===== src/rtl/vehicle_direction_detector_pkg.sv =====
// Shared definitions for the gate-lane direction detector: state encoding, fault-clear
// length and the {beam_out, beam_in} sensor patterns.
package vehicle_direction_detector_pkg;

   typedef enum logic [2:0] {
      StIdle  = 3'd0,
      StEn1   = 3'd1,
      StEn2   = 3'd2,
      StEn3   = 3'd3,
      StEx1   = 3'd4,
      StEx2   = 3'd5,
      StEx3   = 3'd6,
      StFault = 3'd7
   } vdd_state_t;

   localparam int unsigned FAULT_CLEAR_CYCLES = 4;

   localparam logic [1:0] P_NONE = 2'b00;
   localparam logic [1:0] P_OUT  = 2'b10;
   localparam logic [1:0] P_IN   = 2'b01;
   localparam logic [1:0] P_BOTH = 2'b11;

endpackage


===== src/rtl/vehicle_direction_detector_if.sv =====
// Sensor inputs, timebase and event outputs of the direction detector.
interface vehicle_direction_detector_if;

   logic tick;
   logic beam_out;
   logic beam_in;
   logic entry_pulse;
   logic exit_pulse;
   logic busy;
   logic fault;

   modport master (
      output tick, beam_out, beam_in,
      input  entry_pulse, exit_pulse, busy, fault
   );

   modport slave (
      input  tick, beam_out, beam_in,
      output entry_pulse, exit_pulse, busy, fault
   );

endinterface


===== src/rtl/vehicle_direction_detector_passage_timer.sv =====
// 16-bit tick counter with synchronous clear; o_expire flags an enabled tick that lands
// on the last count before TERMINAL.
module passage_timer #(
   parameter int unsigned TERMINAL = 2000
) (
   input  logic i_clk,
   input  logic i_reset,
   input  logic i_clear,
   input  logic i_enable,
   output logic o_expire
);

   localparam logic [15:0] LastCount = 16'(TERMINAL - 1);

   logic [15:0] r_count;

   always_ff @(posedge i_clk) begin
      if (i_reset || i_clear) begin
         r_count <= 16'd0;
      end else if (i_enable) begin
         r_count <= r_count + 16'd1;
      end
   end

   assign o_expire = i_enable && (r_count == LastCount);

endmodule


===== src/rtl/vehicle_direction_detector.sv =====
// Decodes the break/clear order of the outer and inner gate beams into single-cycle entry
// and exit events, rejecting aborted passages, illegal patterns and stalled passages.
module vehicle_direction_detector
   import vehicle_direction_detector_pkg::*;
#(
   parameter int unsigned TIMEOUT_TICKS = 2000
) (
   input  logic                          i_clk,
   input  logic                          i_reset,
   vehicle_direction_detector_if.slave   io_vdd
);

   localparam logic [1:0] ZeroRunLast = 2'(FAULT_CLEAR_CYCLES - 1);

   vdd_state_t r_state;
   vdd_state_t w_state_d;
   logic [1:0] r_zero_run;
   logic [1:0] w_pat;
   logic       w_in_passage;
   logic       w_expire;
   logic       w_timeout;
   logic       w_tmr_clear;
   logic       w_entry_d;
   logic       w_exit_d;
   logic       r_entry;
   logic       r_exit;
   logic       r_busy;
   logic       r_fault;

   assign w_pat        = {io_vdd.beam_out, io_vdd.beam_in};
   assign w_in_passage = (r_state != StIdle) && (r_state != StFault);
   assign w_timeout    = w_in_passage && w_expire;
   assign w_tmr_clear  = (w_state_d != r_state) || !w_in_passage;

   passage_timer #(
      .TERMINAL (TIMEOUT_TICKS)
   ) u_passage_timer (
      .i_clk    (i_clk),
      .i_reset  (i_reset),
      .i_clear  (w_tmr_clear),
      .i_enable (io_vdd.tick),
      .o_expire (w_expire)
   );

   always_comb begin
      w_state_d = r_state;
      w_entry_d = 1'b0;
      w_exit_d  = 1'b0;
      unique case (r_state)
         StIdle: begin
            case (w_pat)
               P_OUT:   w_state_d = StEn1;
               P_IN:    w_state_d = StEx1;
               P_BOTH:  w_state_d = StFault;
               default: ;
            endcase
         end
         StEn1: begin
            case (w_pat)
               P_BOTH:  w_state_d = StEn2;
               P_NONE:  w_state_d = StIdle;
               P_IN:    w_state_d = StFault;
               default: ;
            endcase
         end
         StEn2: begin
            case (w_pat)
               P_IN:    w_state_d = StEn3;
               P_OUT:   w_state_d = StEn1;
               P_NONE:  w_state_d = StFault;
               default: ;
            endcase
         end
         StEn3: begin
            case (w_pat)
               P_NONE: begin
                  w_state_d = StIdle;
                  w_entry_d = 1'b1;
               end
               P_BOTH:  w_state_d = StEn2;
               P_OUT:   w_state_d = StFault;
               default: ;
            endcase
         end
         StEx1: begin
            case (w_pat)
               P_BOTH:  w_state_d = StEx2;
               P_NONE:  w_state_d = StIdle;
               P_OUT:   w_state_d = StFault;
               default: ;
            endcase
         end
         StEx2: begin
            case (w_pat)
               P_OUT:   w_state_d = StEx3;
               P_IN:    w_state_d = StEx1;
               P_NONE:  w_state_d = StFault;
               default: ;
            endcase
         end
         StEx3: begin
            case (w_pat)
               P_NONE: begin
                  w_state_d = StIdle;
                  w_exit_d  = 1'b1;
               end
               P_BOTH:  w_state_d = StEx2;
               P_IN:    w_state_d = StFault;
               default: ;
            endcase
         end
         StFault: begin
            if (w_pat == P_NONE && r_zero_run == ZeroRunLast) begin
               w_state_d = StIdle;
            end
         end
         default: w_state_d = StFault;
      endcase
      // A stalled passage wins over whatever the beams decode to this cycle.
      if (w_timeout) begin
         w_state_d = StFault;
         w_entry_d = 1'b0;
         w_exit_d  = 1'b0;
      end
   end

   always_ff @(posedge i_clk) begin
      if (i_reset) begin
         r_state    <= StIdle;
         r_zero_run <= 2'd0;
         r_entry    <= 1'b0;
         r_exit     <= 1'b0;
         r_busy     <= 1'b0;
         r_fault    <= 1'b0;
      end else begin
         r_state <= w_state_d;
         if (r_state == StFault && w_state_d == StFault && w_pat == P_NONE) begin
            r_zero_run <= r_zero_run + 2'd1;
         end else begin
            r_zero_run <= 2'd0;
         end
         r_entry <= w_entry_d;
         r_exit  <= w_exit_d;
         r_busy  <= (w_state_d != StIdle) && (w_state_d != StFault);
         r_fault <= (w_state_d == StFault);
      end
   end

   assign io_vdd.entry_pulse = r_entry;
   assign io_vdd.exit_pulse  = r_exit;
   assign io_vdd.busy        = r_busy;
   assign io_vdd.fault       = r_fault;

endmodule


===== src/flat_wrapper.sv =====
// flat-port wrapper written by rule: the top's interface ports become plain ports
module vehicle_direction_detector_flat import vehicle_direction_detector_pkg::*;
#(
   parameter int unsigned TIMEOUT_TICKS = 2000
)
  (i_clk, i_reset, io_vdd_tick, io_vdd_beam_out, io_vdd_beam_in, io_vdd_entry_pulse, io_vdd_exit_pulse, io_vdd_busy, io_vdd_fault);
  vehicle_direction_detector_if io_vdd_i ();
  input  logic i_clk;
  input  logic i_reset;
  input wire logic [$bits(io_vdd_i.tick)-1:0] io_vdd_tick;
  input wire logic [$bits(io_vdd_i.beam_out)-1:0] io_vdd_beam_out;
  input wire logic [$bits(io_vdd_i.beam_in)-1:0] io_vdd_beam_in;
  output wire logic [$bits(io_vdd_i.entry_pulse)-1:0] io_vdd_entry_pulse;
  output wire logic [$bits(io_vdd_i.exit_pulse)-1:0] io_vdd_exit_pulse;
  output wire logic [$bits(io_vdd_i.busy)-1:0] io_vdd_busy;
  output wire logic [$bits(io_vdd_i.fault)-1:0] io_vdd_fault;
  assign io_vdd_i.tick = io_vdd_tick;
  assign io_vdd_i.beam_out = io_vdd_beam_out;
  assign io_vdd_i.beam_in = io_vdd_beam_in;
  assign io_vdd_entry_pulse = io_vdd_i.entry_pulse;
  assign io_vdd_exit_pulse = io_vdd_i.exit_pulse;
  assign io_vdd_busy = io_vdd_i.busy;
  assign io_vdd_fault = io_vdd_i.fault;
  vehicle_direction_detector #(.TIMEOUT_TICKS(TIMEOUT_TICKS)) u_core (.i_clk(i_clk), .i_reset(i_reset), .io_vdd(io_vdd_i));
endmodule

===== config.mk =====
export PLATFORM = sky130hd
export DESIGN_NAME = vehicle_direction_detector_flat
export DESIGN_NICKNAME = d
export VERILOG_FILES = /design/src/rtl/vehicle_direction_detector_pkg.sv /design/src/rtl/vehicle_direction_detector_if.sv /design/src/rtl/vehicle_direction_detector_passage_timer.sv /design/src/rtl/vehicle_direction_detector.sv /design/src/flat_wrapper.sv
export SDC_FILE = /design/constraint.sdc
export NUM_CORES = 1
export LEC_CHECK = 0
export CAP_MARGIN = 5
export CORE_MARGIN = 4
export CORE_UTILIZATION = 58
export CTS_CLUSTER_SIZE = 10
export DETAILED_ROUTE_END_ITERATION = 10
export GPL_TIMING_DRIVEN = 0
export PLACE_DENSITY = 0.78
export SLEW_MARGIN = 5
export SYNTH_ARGS = -nofsm -noshare
export SYNTH_HDL_FRONTEND = slang
export SYNTH_SLANG_ARGS = --single-unit
export TNS_END_PERCENT = 10

===== constraint.sdc =====
create_clock -name i_clk -period 2.51 [get_ports i_clk]
set_clock_uncertainty 0.05 [all_clocks]
set_input_delay 0.251 -clock i_clk [delete_from_list [all_inputs] [get_ports i_clk]]
set_output_delay 0.251 -clock i_clk [all_outputs]
set_load 0.02 [all_outputs]

Yosys cells after proc, flatten, opt, wreduce, memory -nomap -nowiden
Index checks and enable logic that the tools add are counted.

word-level totals
  output and inout bits = 4
  input bits = 5
  register bits after elaboration = 25
  word-level logic and storage cells = 56

operators by class
  reduce and logical (&&, ||, !) cells = 17
  eq/ne operators = 16
  $add $sub $neg = 2
  multiplexer cells = 11
  bitwise operators = 3

operators by type and width
  cell                   count
  $pmux 3 s3             7
  $pmux 3 s8             1
  $add 16x1->16 const B  1
  $eq 16x11->1 const B   1
  $eq 3x3->1 const B     5
  $logic_and 1x1->1      7
  $eq 2x2->1 const B     3
  $eq 3x2->1 const B     2
  $mux 3                 2
  $ne 3x3->1 const B     2
  $reduce_bool 3->1      2
  $reduce_or 3->1        2
  $eq 3x1->1 const B     1
  $logic_not 3->1        1
  $ne 3x3->1             1
  $not 1->1              3
  $add 2x1->2 const B    1
  $eq 2x1->1 const B     1
  $logic_not 2->1        1
  $logic_or 1x1->1       2
  $reduce_or 2->1        1
  $logic_not 1->1        1
  $mux 1                 1

Longest topological paths before layout
  depth in word-level cells = 10
  gate-level depth with buffers = 9
  gate-level depth less buffers = 7

Modules after synthesis
Synthesis repeated with hierarchy kept, for this count alone.

unflattened totals
  cell total of the unflattened synthesis = 183
  area, all modules = 1495.2 sq um

by module, submodules not included
  module                      area each (sq um)  instances  sequential area each (sq um)  cells each
  passage_timer               793.3              1          320.3                         89
  vehicle_direction_detector  701.9              1          180.2                         94

Least setup slack after synthesis
No wires, ideal clock.

  path kind = reg-to-reg
  from = register u_core.u_passage_timer.r_count[4]
  to = register u_core.u_passage_timer.r_count[0]
  setup time = 0.118 ns
  setup slack = 0.475 ns
  data arrival time = 1.867 ns
  required time = 2.342 ns
  buffers on the path = 2
  clock period less this slack = 2.035 ns
  cell stages (with the launch flop) = 9
  cells stage by stage = dfxtp_1 -> or4_4 -> nor4_2 -> o2111a_2 -> buf_6 -> nor3_2 -> o2111ai_4 -> buf_8 -> nor3_2

between the ends
  cells in the longest elaborated chain, start to end = 7

ends and longest elaborated chain
  item                    RTL line                                        source
  from (decl)             vehicle_direction_detector_passage_timer.sv:15  logic [15:0] r_count;
  from (signal assigned)  vehicle_direction_detector_passage_timer.sv:21  r_count <= r_count + 16'd1;
  $eq 16x11->1            vehicle_direction_detector_passage_timer.sv:25  assign o_expire = i_enable && (r_count == LastCount);
  $logic_and 1x1->1       vehicle_direction_detector_passage_timer.sv:25
  $logic_and 1x1->1       vehicle_direction_detector.sv:32                assign w_timeout = w_in_passage && w_expire;
  $mux 3                  vehicle_direction_detector.sv:120               if (w_timeout) begin
  $ne 3x3->1              vehicle_direction_detector.sv:33                assign w_tmr_clear = (w_state_d != r_state) || !w_in_passage;
  $logic_or 1x1->1        vehicle_direction_detector.sv:33
  $logic_or 1x1->1        vehicle_direction_detector_passage_timer.sv:18  if (i_reset || i_clear) begin

Every way passes these cells.
A chain may end at the register's enable or synchronous reset.

Worst setup path after layout
  from = register u_core.r_state[2]
  to = register u_core.u_passage_timer.r_count[6]

between the ends
  cells in the longest elaborated chain, start to end = 7
  elaborated cells on any way between the ends = 26
  classes of those cells = eq/ne: 9; mux: 10; reduce/logical: 7

ends and longest elaborated chain
  item                                                RTL line                                        source
  from (decl)                                         vehicle_direction_detector.sv:15                vdd_state_t r_state;
  from (signal assigned)                              vehicle_direction_detector.sv:129               r_state <= StIdle;
  from (signal assigned)                              vehicle_direction_detector.sv:136               r_state <= w_state_d;
  branches (longest 5 deep; another with $pmux 3 s8)  --
  $logic_or 1x1->1 (*)                                vehicle_direction_detector.sv:33
  $logic_or 1x1->1 (*)                                vehicle_direction_detector_passage_timer.sv:18

Every way passes the cells marked *.

==> results.md <==
- CTS tree: built
- Cts-stage hold buffer count: 0
- PnR worst setup slack: roughly 0.25 ns
- Max cap viols: 0
- Starting Density: 0.607
- Top cell type's share of synthesized area: 0.336
- Cts repair resizes: 0
- CTS Buf Count: 3
- Fin crit share: 0.901
- Leakage: ~0.00054 uW
- Worst vdd ir: 0.398 mV
- Slew @ Worst Pin: 0.491 ns
- Synth area leaders: dfxtp_1 (34%), nor3_2 (7.4%), xor2_1 (5.9%)
- Pwr Density: approximately 540 nW/um2
- Sink Count: 25
- Drt first pass iters: 4
- Multi-input logic area: 885 um2
- HPWL after DPL: approximately 2300 um
- Pin count of the biggest net entering global routing: 16
- Clk root buf: clkbuf_4
- Syn Nets: 173
- Share of flip-flops with an asynchronous set or reset: 0
- Met3 wire length: about 180 um
- Crit. Startpoint: u_core.r_state[2]$_SDFF_PP0_
- Dpl ws: -0.0467 ns
- Average wire per standard cell: 14.8 um
- Slew HR: 0.670
- Core area: between 2000 and 2500 um2
- Synth top cells by count: dfxtp_1 (25), nor3_1 (13), nand3_1 (11), nor3_2 (11), xor2_1 (10)
- Cell with the most instances after synthesis: dfxtp_1
- Layout area overhead: 9.91%
- Reg2Reg Setup Slack: 0.25 ns
- FILL cells: ~210
- Sw frac: 0.348
- Port buffer count: 8
- Syn Inst Count: 166
- Arrival time at the worst endpoint: approximately 2.5 ns
- Register bit count reported by yosys: 25
- Antenna viol nets, final: 0
- Final Hold Viols: 0
- Initial antenna violation count: 0
- Fin nets: approximately 190
- I/O pin count: 9
- Setup-failing EPs final: 0
- Clock power frac: 0.217
- Top sig layer: met4
- TNS Setup: 0 ns
- Vias in the first global route: 1191
- Post-synth top flop: dfxtp_1
- Sequential Power Share: 0.470
- Area leader, netlist: dfxtp_1
- Clock Tree Buf Depth: 2
- Mapped cell area: 1490 um2
- Max frequency: between 400 and 500 MHz
- WL met1: 1440 um
- Reg2reg start: u_core.r_state[2]$_SDFF_PP0_
- Sequential-to-total area share from yosys stat: 0.336
- Routed wl met2: 1380 um
- Kind of critical path: flip-flop to flip-flop
- Starting DRT DRC Count: 47
- Tightest Hold Check Type: flip-flop to flip-flop
- Die height: 58.7 um
- Synth Area per Inst: 8.98 um2
- Number of synthesized flops with an enable pin: 0
- GRT overflow: 0
- Power share of the combinational group: 0.313
- Htree depth: 1
- Antenna Cells: 0
- Design internal power: approximately 570 uW
- Drt total wl: 3080 um
- Total GRT Usage: 0.195
- Min-Delay Startpoint: u_core.r_zero_run[0]$_SDFF_PP0_
- Ys Warns: 0
- Dpl cells: 204
- Vias per cell: 6.09
- Critical Path RT: 2.72 ns
- GPL Wtd Cong: between 0.9 and 1
- Clk Latency, worst-skew pair: between 0.3 and 0.4 ns
- Setup Fix Bufs, Post-CTS: 0
- Full die area: 3440 um2
- Die W: 58.7 um
- Post-Layout Cell Count: between 200 and 250
- Startpoint Class: flip-flop
- Min cycle time layout: 2.26 ns
- Outcome: completed
- Residual DRC count: 0
- Layout cells sized above 1: 0.185
- Via count: 1266
- RSZ-0062 raised after global routing: false
- Library cells used by synthesis: 44
- Sw Pwr: 306 uW
- Cell Rows: 18
- Clk pin slew, worst setup/hold paths: between 0.1 and 0.15 ns
- Crit Path Max Fanout: 10
- Crit. End Element: flip-flop
- FF+latch area: 500 um2
- Max Slew Vio Count: 0
- First-pass GRT wire length: 5260 um
==> cell usage in the layout (no fill, tap or decap), types with 3 or more instances in the layout <==
| cell | instances |
|---|---|
| nor3_1 | 13 |
| nor2_1 | 9 |
| o21ai_0 | 4 |
| dfxtp_1 | 25 |
| clkbuf_4 | 3 |
| and3_1 | 3 |
| clkdlybuf4s50_1 | 8 |
| xor2_1 | 10 |
| nand4_1 | 4 |
| buf_2 | 6 |
| nand3_1 | 11 |
| inv_1 | 7 |
| xnor2_1 | 9 |
| nor3_2 | 11 |
| a21oi_1 | 4 |
| nand2_1 | 9 |
| nor4_1 | 6 |
==> worst max-delay path: stages (launching register included) <==
cell and delay [ns]:
dfxtp_1 0.34, buf_2 0.18, clkinv_1 0.23, and3_1 0.28, o31ai_1 0.31, a41oi_2 0.24, o2bb2ai_4 0.21, buf_6 0.18
nor3_2 0.16
==> cells by family after synthesis <==
| logic type | after synthesis | synth area share |
|---|---|---|
| muxes | 1 | 0.00672 |
| and+or+nand+nor | 75 | 0.302 |
| DFF | 25 | 0.336 |
| adders and majority gates | 2 | 0.0168 |
| AOI/OAI and AO/OA | 25 | 0.156 |
| xor gates and xnor gates | 19 | 0.112 |
| buffers and inverters | 19 | 0.0705 |
==> worst paths after layout <==
kind	cells past startpoint	to
hold reg to reg	1	u_core.r_zero_run[0]$_SDFF_PP0_
setup reg to reg	8	u_core.u_passage_timer.r_count[6]$_SDFFE_PP0P_
hold / removal	1	u_core.r_zero_run[0]$_SDFF_PP0_
setup / recovery	8	u_core.u_passage_timer.r_count[6]$_SDFFE_PP0P_
==> power by group through the flow <==
stage	logic (uW)	registers, uW	clock network (uW)
after global routing	299	415	207
after detailed placement	273	422	0
after CTS	274	414	204
final	275	414	191
after global placement	266	422	0
after floorplan	205	429	0
==> stage by stage <==
| stage | instance area, um2 | total power, uW | hold WS (ns) | utilization |
|---|---|---|---|---|
| after floorplan | 1490 | 634 | 0.273 | - |
| after global placement | 1610 | 688 | 0.364 | 0.655 |
| after detailed placement | 1610 | 695 | 0.385 | 0.655 |
| after CTS | 1640 | 892 | 0.405 | 0.667 |
| after global routing | 1640 | 921 | 0.454 | 0.667 |
| final | 1640 | 879 | 0.395 | 0.667 |
==> registers in the layout, indices dropped and copies added (netlist names) <==
| name | cells |
|---|---|
| u_core.r_state | 3 |
| u_core.io_vdd.entry_pulse | 1 |
| u_core.u_passage_timer.r_count | 16 |
| u_core.io_vdd.busy | 1 |
| u_core.io_vdd.fault | 1 |
| u_core.r_zero_run | 2 |
| u_core.io_vdd.exit_pulse | 1 |
==> cell type report <==
| type | instances | share of cell area |
|---|---|---|
| multi-input combinational | 122 | 0.540 |
| sequential | 25 | 0.306 |
| timing repair buffer | 8 | 0.0489 |
| buffer | 11 | 0.0458 |
| tap | 30 | 0.0229 |
| inverter | 8 | 0.0183 |
| clock buffer | 3 | 0.0138 |
| clock inverter | 1 | 0.00458 |
==> per-layer routing <==
metal,vias up,global-route usage
met1,585,0.273
li1,629,-
met5,-,0
met4,0,0.100
met2,43,0.292
met3,9,0.0263
Note: power is estimated with default switching activity, not from simulation.
